===== src/rtl/mips_multicycle_control.sv =====
// Multicycle MIPS control unit: a Moore FSM that sequences fetch, decode,
// memory, ALU, branch and jump steps. It waits on the memReady handshake only
// during instruction fetch and data memory access.
// Optional feature macro: BNE_EN adds a BNE state for opcode 000101.
// Without BNE_EN, opcode 000101 is treated as an illegal opcode.
module mips_multicycle_control (
  input  logic       clk,
  input  logic       rst,
  input  logic [5:0] opcode,
  input  logic       memReady,
  output logic       IorD,
  output logic       memWrite,
  output logic       irWrite,
  output logic       regDst,
  output logic       memToReg,
  output logic       regWrite,
  output logic       aluSrcA,
  output logic       branch,
  output logic       branchNe,
  output logic       pcWrite,
  output logic       illegalOp,
  output logic [1:0] aluSrcB,
  output logic [1:0] aluOp,
  output logic [1:0] pcSrc,
  output logic [3:0] state
);

  typedef enum logic [3:0] {
    S_FETCH   = 4'd0,
    S_DECODE  = 4'd1,
    S_MEMADR  = 4'd2,
    S_MEMRD   = 4'd3,
    S_MEMWB   = 4'd4,
    S_MEMWR   = 4'd5,
    S_EXECUTE = 4'd6,
    S_ALUWB   = 4'd7,
    S_BEQ     = 4'd8,
    S_ADDIEX  = 4'd9,
    S_ADDIWB  = 4'd10,
    S_JUMP    = 4'd11,
    S_BNE     = 4'd12
  } state_t;

  localparam logic [5:0] OP_LW   = 6'b100011;
  localparam logic [5:0] OP_SW   = 6'b101011;
  localparam logic [5:0] OP_RTYP = 6'b000000;
  localparam logic [5:0] OP_BEQ  = 6'b000100;
  localparam logic [5:0] OP_ADDI = 6'b001000;
  localparam logic [5:0] OP_J    = 6'b000010;
`ifdef BNE_EN
  localparam logic [5:0] OP_BNE  = 6'b000101;
`endif

  state_t state_reg;
  state_t state_next;
  // Remembers whether the decoded instruction was sw.
  // The opcode input is only guaranteed valid while the FSM is in DECODE.
  logic   is_sw_reg;

  assign state = state_reg;

  // State register: asynchronous reset aborts any instruction back to FETCH.
  always_ff @(posedge clk or posedge rst) begin
    if (rst) begin
      state_reg <= S_FETCH;
    end else begin
      state_reg <= state_next;
    end
  end

  // Capture the load/store direction during DECODE for use in MEMADR.
  always_ff @(posedge clk or posedge rst) begin
    if (rst) begin
      is_sw_reg <= 1'b0;
    end else if (state_reg == S_DECODE) begin
      is_sw_reg <= (opcode == OP_SW);
    end
  end

  // Next-state and output decode. Every output defaults to 0.
  // Reset then overrides the write strobes.
  always_comb begin
    state_next = S_FETCH;
    IorD       = 1'b0;
    memWrite   = 1'b0;
    irWrite    = 1'b0;
    regDst     = 1'b0;
    memToReg   = 1'b0;
    regWrite   = 1'b0;
    aluSrcA    = 1'b0;
    branch     = 1'b0;
    branchNe   = 1'b0;
    pcWrite    = 1'b0;
    illegalOp  = 1'b0;
    aluSrcB    = 2'b00;
    aluOp      = 2'b00;
    pcSrc      = 2'b00;

    case (state_reg)
      S_FETCH: begin
        aluSrcB    = 2'b01;
        irWrite    = memReady;
        pcWrite    = memReady;
        state_next = memReady ? S_DECODE : S_FETCH;
      end
      S_DECODE: begin
        aluSrcB = 2'b11;
        case (opcode)
          OP_LW, OP_SW: state_next = S_MEMADR;
          OP_RTYP:      state_next = S_EXECUTE;
          OP_BEQ:       state_next = S_BEQ;
          OP_ADDI:      state_next = S_ADDIEX;
          OP_J:         state_next = S_JUMP;
`ifdef BNE_EN
          OP_BNE:       state_next = S_BNE;
`endif
          default: begin
            state_next = S_FETCH;
            illegalOp  = 1'b1;
          end
        endcase
      end
      S_MEMADR: begin
        aluSrcA    = 1'b1;
        aluSrcB    = 2'b10;
        state_next = is_sw_reg ? S_MEMWR : S_MEMRD;
      end
      S_MEMRD: begin
        IorD       = 1'b1;
        state_next = memReady ? S_MEMWB : S_MEMRD;
      end
      S_MEMWB: begin
        memToReg = 1'b1;
        regWrite = 1'b1;
      end
      S_MEMWR: begin
        IorD       = 1'b1;
        memWrite   = 1'b1;
        state_next = memReady ? S_FETCH : S_MEMWR;
      end
      S_EXECUTE: begin
        aluSrcA    = 1'b1;
        aluOp      = 2'b10;
        state_next = S_ALUWB;
      end
      S_ALUWB: begin
        regDst   = 1'b1;
        regWrite = 1'b1;
      end
      S_BEQ: begin
        aluSrcA = 1'b1;
        aluOp   = 2'b01;
        pcSrc   = 2'b01;
        branch  = 1'b1;
      end
      S_ADDIEX: begin
        aluSrcA    = 1'b1;
        aluSrcB    = 2'b10;
        state_next = S_ADDIWB;
      end
      S_ADDIWB: begin
        regWrite = 1'b1;
      end
      S_JUMP: begin
        pcSrc   = 2'b10;
        pcWrite = 1'b1;
      end
`ifdef BNE_EN
      S_BNE: begin
        aluSrcA  = 1'b1;
        aluOp    = 2'b11;
        pcSrc    = 2'b01;
        branchNe = 1'b1;
      end
`endif
      default: state_next = S_FETCH;
    endcase

    // Reset gating: the state is already FETCH, so this only has to
    // suppress the handshake-driven fetch strobes.
    if (rst) begin
      pcWrite   = 1'b0;
      irWrite   = 1'b0;
      regWrite  = 1'b0;
      memWrite  = 1'b0;
      illegalOp = 1'b0;
    end
  end

endmodule


===== config.mk =====
export PLATFORM = sky130hd
export DESIGN_NAME = mips_multicycle_control
export DESIGN_NICKNAME = d
export VERILOG_FILES = /design/src/rtl/mips_multicycle_control.sv
export SDC_FILE = /design/constraint.sdc
export NUM_CORES = 1
export LEC_CHECK = 0
export CORE_AREA = 2 2 39 41
export CTS_BUF_LIST = sky130_fd_sc_hd__clkbuf_16
export DETAILED_ROUTE_END_ITERATION = 12
export DIE_AREA = 0 0 41 43
export DONT_BUFFER_PORTS = 1
export HOLD_SLACK_MARGIN = 0.06
export SYNTH_ARGS = -nofsm -noshare
export SYNTH_HDL_FRONTEND = slang
export SYNTH_SLANG_ARGS = --single-unit

===== constraint.sdc =====
create_clock -name clk -period 3.2 [get_ports clk]
set_input_delay 0.64 -clock clk [delete_from_list [all_inputs] [get_ports clk]]
set_output_delay 0.64 -clock clk [all_outputs]
set_load 0.01 [all_outputs]

# --- Word-level counts from Yosys, hierarchy flattened ---
# Cells that the tools add are included.
word_totals:
  input_bits: 9
  register_bits: 5
  word_cells: 51
  out_inout_bits: 21
classes:
  reduce_logical: 8
  eq_ne: 16
  mux: 25
op_table:
  columns: ["cell", "n"]
  rows:
  - ["4-bit one-hot mux with 7 select lines", 1]
  - ["4-bit one-hot mux with 5 select lines", 1]
  - ["4-bit by 3-bit == test with 1-bit output (second input constant)", 4]
  - ["4-bit == test (second input constant)", 4]
  - ["1-bit two-way mux", 16]
  - ["6-bit == test (second input constant)", 2]
  - ["3-bit two-way mux", 3]
  - ["4-bit by 2-bit == test with 1-bit output (second input constant)", 2]
  - ["2-bit one-hot mux with 2 select lines", 2]
  - ["6-bit by 2-bit == test with 1-bit output (second input constant)", 1]
  - ["6-bit by 3-bit == test with 1-bit output (second input constant)", 1]
  - ["6-bit by 4-bit == test with 1-bit output (second input constant)", 1]
  - ["6-bit logical NOT", 1]
  - ["2-bit one-hot mux with 3 select lines", 1]
  - ["2-bit OR reduction", 3]
  - ["6-bit OR reduction", 1]
  - ["4-bit by 1-bit == test with 1-bit output (second input constant)", 1]
  - ["4-bit logical NOT", 1]
  - ["4-bit OR reduction", 1]
  - ["3-bit OR reduction", 1]
  - ["1-bit one-hot mux with 2 select lines", 1]

# --- Longest topological paths before layout ---
# Gate-level depths: netlist (run 1).
depth:
  word_depth: 5
  depth_mapped: 5
  mapped_depth_nobuf: 4

# --- Worst setup path after synthesis (run 1) ---
# OpenSTA, ideal clock, no wires.
synth_path:
  kind: "input -> output"
  from: "input opcode[3]"
  to: "output illegalOp"
  slack_ps: 1058
  cell_stages: 5
  required_ps: 2560
  path_buffers: 1
  t_arrival_ps: 1502
  cell_sequence: "clkbuf_1 xor2_1 o211ai_1 o31ai_1 nor3_1"
synth_via:
  elab_chain_cells: 5
  elab_cells_between_ends: 10
  cone_classes: "eq/ne (5); mux (3); reduce/logical (2)"
synth_lines:
  columns: ["element", "line_no", "text"]
  rows:
  - ["start: declaration", "9", "input logic [5:0] opcode,"]
  - ["6-bit == test, or another cell as far along", "108", "case (opcode)"]
  - ["6-bit OR reduction (no source line) *", null, null]
  - ["1-bit two-way mux *", "108", null]
  - ["1-bit two-way mux *", "99", "case (state_reg)"]
  - ["1-bit two-way mux *", "181", "if (rst) begin"]
  - ["end: declaration", "21", "output logic illegalOp,"]
# Every way passes the cells marked *; elsewhere a longest branch is shown, timed or not.

# --- Final worst setup path (run 1) ---
layout_path:
  from: "register state_reg[1], in the netlist state[1]"
  to: "output illegalOp"
layout_via:
  elab_chain_cells: 3
layout_lines:
  columns: ["element", "line_no", "text"]
  rows:
  - ["start: declaration", "54", "state_t state_reg;"]
  - ["start signal: assignment", "67", "state_reg <= state_next;"]
  - ["4-bit by 1-bit == test with 1-bit output", "99", null]
  - ["1-bit two-way mux", "99", null]
  - ["1-bit two-way mux", "181", null]
# No other way between the ends.

==> results_tabular.tex, run 1 <==
\begin{tabular}{lr}
\hline
Metric & Value \\
\hline
\multicolumn{2}{l}{\textbf{STA}} \\
\quad Worst Hold Slack & 0.219 ns \\
\quad Worst-case clock skew & 0.00164 ns \\
\quad Final setup margin & 0.768 ns \\
\quad Max-Slew Margin vs Limit & 57.3\% \\
\quad RSZ-0062 raised after global routing & no \\
\quad Final hold violation count & 0 \\
\quad Min cycle time layout & roughly 2.4 ns \\
\quad Setup TNS after final layout & 0 ns \\
\quad Actual transition at the worst max-transition pin & between 0.6 and 0.7 ns \\
\quad Share of the cycle needed by the critical path after routing & 76.0\% \\
\quad Max-slew violations & 0 \\
\quad Fmax & $\sim$410 MHz \\
\quad Number of setup violations in the final report & 0 \\
\multicolumn{2}{l}{\textbf{Die}} \\
\quad Full die area & 1760 µm² \\
\quad Die Height & 43 µm \\
\quad FP Rows & 14 \\
\quad Number of top-level pins & 30 \\
\quad Core Region & 1380 µm² \\
\quad Die outline width & 41 µm \\
\quad Initial Util & approximately two fifths \\
\multicolumn{2}{l}{\textbf{Detailed routing}} \\
\quad DR pass1 iterations & 4 \\
\quad DRC viols & 0 \\
\quad Routed vias/inst & between 5 and 6 \\
\quad Antenna violation net count after detailed routing & 0 \\
\quad Via count & 514 \\
\quad Number of violations reported at the end of detailed-routing iteration 0 & 9 \\
\quad Routed len/inst & 15.6 µm \\
\quad Final wirelength & 1340 µm \\
\multicolumn{2}{l}{\textbf{Logic synthesis}} \\
\quad Number of distinct library cells after synthesis & 30 \\
\quad Count of yosys warnings during synthesis & 0 \\
\quad Number of flops mapped to enable cells by yosys & 0 \\
\quad Fraction of post-synthesis cell area in the top cell type by area & between 20\% and 30\% \\
\quad Prevailing post-synth register cell & dfrtp\_1 \\
\quad Sequential element share of the synthesized area & 23.8\% \\
\quad Dominant combinational cell family by area after synthesis & simple AND/OR/NAND/NOR gates \\
\quad Area of the mapped netlist & about 530 µm² \\
\quad Post-synthesis sequential element count & 5 \\
\quad Net count of the mapped netlist & 81 \\
\quad Share of async-settable or async-resettable flops after synthesis & 100\% \\
\quad Top area cells in the synthesized netlist & dfrtp\_1 24\%, nor3\_1 8.6\%, o21ai\_0 6.7\% \\
\quad Proportion of synthesized area in mux cells & 1.90\% \\
\quad Adder-cell share of the synthesized area & 0\% \\
\quad Post-synthesis cell type with the largest combined area & dfrtp\_1 \\
\quad Simple-gate share of the synthesized area & 41.1\% \\
\quad Post-Synthesis Cells & 72 \\
\quad Compound-Gate Fraction of Synth Area & approximately a fifth \\
\quad Post-synthesis share of cell area spent on xor and xnor gates & between 4 and 5\% \\
\quad Mean cell area of the mapped netlist & between 7 and 8 µm² \\
\multicolumn{2}{l}{\textbf{GRT}} \\
\quad Antenna violations before repair & 0 \\
\quad Total congestion overflow after global routing & 0 \\
\quad Via count of the first global-routing pass & 453 \\
\quad Wire length of the first global-routing pass & 1930 µm \\
\quad Global router's overall resource usage & 16.8\% \\
\quad Maximum number of pins on one net before global-route repair & 17 \\
\multicolumn{2}{l}{\textbf{Placed design}} \\
\quad Number of port buffers & 0 \\
\quad Worst setup slack before clock tree synthesis & 1.00 ns \\
\quad Global placement routability congestion & 0.710 \\
\quad Dpl hpwl & around 960 µm \\
\multicolumn{2}{l}{\textbf{Cells and area}} \\
\quad Share of final-layout standard cells stronger than drive strength 1 & $\sim$8.6\% \\
\quad Number of flip-flops under the largest register name & 4 \\
\quad Filler cells & 151 \\
\quad Antenna fix cells & 0 \\
\quad Final-stage net count & 80 \\
\quad Layout overhead on the synthesized area & 12.8\% \\
\multicolumn{2}{l}{\textbf{Clock network}} \\
\quad Clock slew at the register clock pins of the worst setup and hold paths & around 0.03 ns \\
\quad Library cell used as clock root buffer & clkbuf\_16 \\
\quad Number of buffers between clock root and the deepest sink & 2 \\
\quad CTS buffer count & 3 \\
\quad \# H-tree levels & 1 \\
\quad Latest clock arrival within the worst-skew pair & between 0.2 and 0.25 ns \\
\quad Number of setup buffers added after CTS & 0 \\
\quad Number of sinks handled by clock tree synthesis & 5 \\
\quad Number of buffers inserted by hold repair at cts & 0 \\
\quad CTS tree & done \\
\quad Number of resized instances in the post-cts repair step & 0 \\
\multicolumn{2}{l}{\textbf{Worst setup path}} \\
\quad Critical path start-end classification & reg -> out \\
\quad Startpoint of the worst register-to-register path & state[1] \\
\quad Kind of start point of the critical path & flip-flop \\
\quad Library cell contributing the largest single delay on the critical path & or4b\_4 \\
\quad Crit-path cells & or4b\_4 > nor3\_1 \\
\quad Buffers plus inverters on the worst setup path & 0 \\
\quad CP Launch Point & state[1] \\
\quad CP Capture Type & primary output \\
\quad Kind of cell adding the most delay to the critical path & simple AND/OR/NAND/NOR gates \\
\quad Worst reg2reg setup slack & around 1.5 ns \\
\quad Worst Path Arrival & about 1.8 ns \\
\quad CP Max Fanout & 16 \\
\quad Maximum single-stage delay on the critical path & 0.65 ns \\
\quad Crit path required time & $\sim$2.6 ns \\
\multicolumn{2}{l}{\textbf{Run status}} \\
\quad Status & completed \\
\multicolumn{2}{l}{\textbf{Power}} \\
\quad Max IR drop VDD & 0.000452 V \\
\quad PwrDens & 836 nW/µm² \\
\quad PnR Total Power & just under 500 µW \\
\quad Leakage power & 0.238 nW \\
\multicolumn{2}{l}{\textbf{Hold path}} \\
\quad Classification of the worst-slack hold path & in -> async \\
\multicolumn{2}{l}{\textbf{Run}} \\
\quad Reported max-cap violation count & 0 \\
\hline
\end{tabular}
==> worst paths after layout <==
| check | endpoint | cells after the start |
|---|---|---|
| max | illegalOp | 2 |
| min | state[1] | 1 |
| max reg2reg | state[1] | 4 |
| min reg2reg | is_sw_reg | 1 |
| max in group asynchronous | state[2] | 1 |
| min in group clk | is_sw_reg | 1 |
==> kinds of logic after synthesis <==
family                    count (synthesis)
and+or+nand+nor                          37
AOI/OAI and AO/OA                        17
buffers and inverters                     8
DFF                                       5
xor gates and xnor gates                  3
muxes                                     1
other                                     1
==> worst register-to-register path: stages, from the launching register on <==
cell      delay, ns
dfrtp_1        0.57
or4b_4         0.65
nor3_4         0.17
o21ai_0        0.12
o211ai_1       0.12
==> cell usage in the layout, fill, tap and decap left out, drive strengths merged, types with 2 or more instances in the layout <==
cell type	count
nor2	8
a211oi	2
nand2	3
nor4	2
nand2b	5
a21oi	2
o21ai	7
xor2	2
inv	3
dfrtp	5
o211ai	2
nor3	10
clkbuf	3
and3	3
==> power by group <==
part           switching, mW  internal, mW
Combinational         0.0896        0.0674
Sequential            0.0618        0.0775
Clock                 0.0391         0.162
Total                  0.191         0.307
==> cell type report <==
| type | instances | area [µm²] | area share (%) |
|---|---|---|---|
| Multi-Input combinational cell | 59 | 363 | 61.1 |
| Clock buffer | 3 | 75.1 | 12.6 |
| Tap cell | 16 | 20.0 | 3.37 |
| Sequential cell | 5 | 125 | 21.1 |
| Clock inverter | 1 | 3.75 | 0.632 |
| Inverter | 2 | 7.51 | 1.26 |
==> synthesized netlist by cell type, drive strengths merged (3+ instances only) <==
cell	n
buf	3
nor3	10
nor2	8
and3	3
nand2	3
nand2b	5
dfrtp	5
o21ai	7
clkbuf	3
==> per-layer routing <==
layer / track usage, % / part of all wire (%) / vias up
met5: 0 / 0 / -
met4: 12.0 / 2.8 / 0
met3: 6.28 / 9.4 / 5
met2: 24.1 / 44 / 26
met1: 19.5 / 44 / 231
li1: - / - / 252
==> per-stage QoR <==
step,instances,cell area [µm²],utilization (%)
CTS,86,594,42.9
detailed placement,82,515,37.3
global route,86,594,42.9
global placement,82,515,37.3
floorplan,72,527,-
finish,86,594,42.9
Note: power is estimated with default switching activity, not from simulation.
==> run 2: changes to the inputs <==
==> constraint.sdc (replaced) <==
create_clock -name clk -period 2 [get_ports clk]
set_input_delay 0.4 -clock clk [delete_from_list [all_inputs] [get_ports clk]]
set_output_delay 0.4 -clock clk [all_outputs]
set_load 0.01 [all_outputs]
==> results_tabular.tex, run 2 (synthesis gave the netlist of run 1 again) <==
\begin{tabular}{lr}
\hline
Metric & Value \\
\hline
\multicolumn{2}{l}{\textbf{Placed design}} \\
\quad Global placement routability congestion & about 0.74 \\
\quad Area of placed instances & 568 µm² \\
\quad Number of port buffers & 0 \\
\quad Worst setup slack before clock tree synthesis & 0.302 ns \\
\quad Dpl hpwl & 1050 µm \\
\multicolumn{2}{l}{\textbf{STA}} \\
\quad Fmax & about 520 MHz \\
\quad Min cycle time layout & $\sim$1.9 ns \\
\quad Share of the cycle needed by the critical path after routing & 95.9\% \\
\quad Setup TNS after final layout & 0 ns \\
\quad Worst Hold Slack & 0.347 ns \\
\quad Worst-case clock skew & 0.000219 ns \\
\quad Number of setup violations in the final report & 0 \\
\quad Final hold violation count & 0 \\
\quad Final setup margin & between 0.08 and 0.09 ns \\
\quad Max-slew violations & 0 \\
\quad RSZ-0062 raised after global routing & no \\
\multicolumn{2}{l}{\textbf{Worst setup path}} \\
\quad Kind of start point of the critical path & flip-flop \\
\quad Critical path start-end classification & reg -> out \\
\quad Kind of cell adding the most delay to the critical path & flip-flops \\
\quad Library cell contributing the largest single delay on the critical path & dfrtp\_1 \\
\quad Crit path required time & 1.60 ns \\
\quad Crit-path most repeated cell & nand2b\_1 \\
\quad CP Max Fanout & 12 \\
\quad Worst Path Arrival & 1.52 ns \\
\quad CP Capture Type & primary output \\
\quad Worst reg2reg setup slack & around 0.47 ns \\
\quad Maximum single-stage delay on the critical path & roughly 0.43 ns \\
\quad Crit-path cells & buf\_4 > nand2b\_1 > nand2b\_1 > a21oi\_1 \\
\quad Buffers plus inverters on the worst setup path & 1 \\
\multicolumn{2}{l}{\textbf{Power}} \\
\quad Leakage power & around 0.28 nW \\
\quad Internal power component & 535 µW \\
\quad Portion of total power attributed to the clock network & 38.0\% \\
\quad Switching part of the total & 37.8\% \\
\quad Flop pwr share & 18.0\% \\
\quad PwrDens & between 1000 and 1500 nW/µm² \\
\quad Max IR drop VDD & $\sim$0.00058 V \\
\quad Net switching power figure & 326 µW \\
\quad Logic gate share of total power & 44.0\% \\
\multicolumn{2}{l}{\textbf{Cells and area}} \\
\quad Antenna fix cells & 0 \\
\quad Most used cells in the layout excluding fill and tap cells & 8 x nor3\_1, 7 x nor2\_1, 7 x o21ai\_0, 7 x buf\_4, 5 x nand2b\_1 \\
\quad Area occupied by multi-input gates & 372 µm² \\
\quad Final standard cell area without fillers & about 670 µm² \\
\quad Number of flip-flops under the largest register name & 4 \\
\quad Layout overhead on the synthesized area & 26.6\% \\
\quad Final-stage net count & 88 \\
\quad Area occupied by registers & 126 µm² \\
\quad Most frequent standard cell in the layout excluding fill and tap cells & nor3\_1 \\
\quad Filler cells & 146 \\
\quad Share of final-layout standard cells stronger than drive strength 1 & 23.1\% \\
\multicolumn{2}{l}{\textbf{Die}} \\
\quad Full die area & 1760 µm² \\
\quad Die Height & 43 µm \\
\quad FP Rows & 14 \\
\quad Initial Util & 38.1\% \\
\quad Die outline width & 41 µm \\
\quad Number of top-level pins & 30 \\
\quad Core Region & 1380 µm² \\
\multicolumn{2}{l}{\textbf{Detailed routing}} \\
\quad Final wirelength & 1410 µm \\
\quad Routed vias/inst & about 5.8 \\
\quad DRC viols & 0 \\
\quad DR pass1 iterations & 3 \\
\quad Number of violations reported at the end of detailed-routing iteration 0 & 4 \\
\quad Antenna violation net count after detailed routing & 0 \\
\quad Routed len/inst & 15.0 µm \\
\quad Via count & between 500 and 600 \\
\multicolumn{2}{l}{\textbf{Clock network}} \\
\quad CTS buffer count & 3 \\
\quad \# H-tree levels & 1 \\
\quad Latest clock arrival within the worst-skew pair & 0.23 ns \\
\quad Number of setup buffers added after CTS & 0 \\
\quad Number of sinks handled by clock tree synthesis & 5 \\
\quad CTS tree & done \\
\quad Number of buffers between clock root and the deepest sink & 2 \\
\quad Library cell used as clock root buffer & clkbuf\_16 \\
\quad Clock slew at the register clock pins of the worst setup and hold paths & roughly 0.03 ns \\
\multicolumn{2}{l}{\textbf{GRT}} \\
\quad Maximum number of pins on one net before global-route repair & 16 \\
\quad Total congestion overflow after global routing & 0 \\
\quad Wire length of the first global-routing pass & 2010 µm \\
\quad Via count of the first global-routing pass & 451 \\
\quad Antenna violations before repair & 0 \\
\quad Global router's overall resource usage & 16.8\% \\
\multicolumn{2}{l}{\textbf{Run status}} \\
\quad Status & completed \\
\multicolumn{2}{l}{\textbf{Hold path}} \\
\quad Classification of the worst-slack hold path & in -> reg \\
\multicolumn{2}{l}{\textbf{Run}} \\
\quad Reported max-cap violation count & 0 \\
\hline
\end{tabular}
## run 2: cell types whose count changed in the layout (fill, tap and decap cells not counted), sizes merged
| cell | previous run | this run |
|---|---|---|
| dlygate4sd3 | 0 | 1 |
| buf | 0 | 7 |
## run 2: timing repair
item                                   in CTS  in global routing
setup endpoints to repair                   0                  3
hold buffers                                1                  0
gates resized for setup                     0                  5
endpoints found under the hold margin       5                  0
## run 2: per-stage QoR
stage | power, mW | cells | utilization, %
after global placement | 0.521 | 89 | 41.0
final | 0.861 | 94 | 48.2
after detailed placement | 0.521 | 89 | 41.0
after floorplan | 0.434 | 72 | -
after CTS | 0.852 | 94 | 47.5
after global routing | 0.915 | 94 | 48.2
## run 2: final timing paths
kind,end,cells after the start,from
hold reg to reg,state[3],1,state[2]
setup / recovery,aluSrcB[1],4,state[0]
setup reg to reg,state[1],4,state[2]
min in group asynchronous,state[1],2,rst
hold / removal,state[2],3,opcode[2]
max in group asynchronous,state[2],2,rst
## run 2: power groups by stage
stage / Combinational, mW / Clock [mW] / Sequential [mW]
6_report: 0.379 / 0.328 / 0.155
5_1_grt: 0.421 / 0.336 / 0.157
4_1_cts: 0.370 / 0.328 / 0.154
3_5_place_dp: 0.368 / 0 / 0.153
3_3_place_gp: 0.367 / 0 / 0.154
2_1_floorplan: 0.272 / 0 / 0.162
## run 2: layout make-up
cell class / instances / area share [%]
Clock buffer: 3 / 11.3
Clock inverter: 1 / 0.563
Inverter: 2 / 1.13
Multi-Input combinational cell: 59 / 55.7
Sequential cell: 5 / 18.9
Tap cell: 16 / 3.00
Timing Repair Buffer: 8 / 9.38
## run 2: routing by layer
| metal | up-vias | track usage (%) | part of all wire [%] |
|---|---|---|---|
| met5 | - | 0 | 0 |
| met4 | 0 | 8.00 | 1.8 |
| met3 | 2 | 3.66 | 7.1 |
| met2 | 22 | 26.9 | 49 |
| met1 | 246 | 20.3 | 42 |
| li1 | 271 | - | - |
## run 2: worst reg2reg max path: stages (launching register included)
cell and delay, ns:
dfrtp_2 0.44, or4b_4 0.53, nor3_4 0.18, o21ai_0 0.15, o211ai_1 0.13
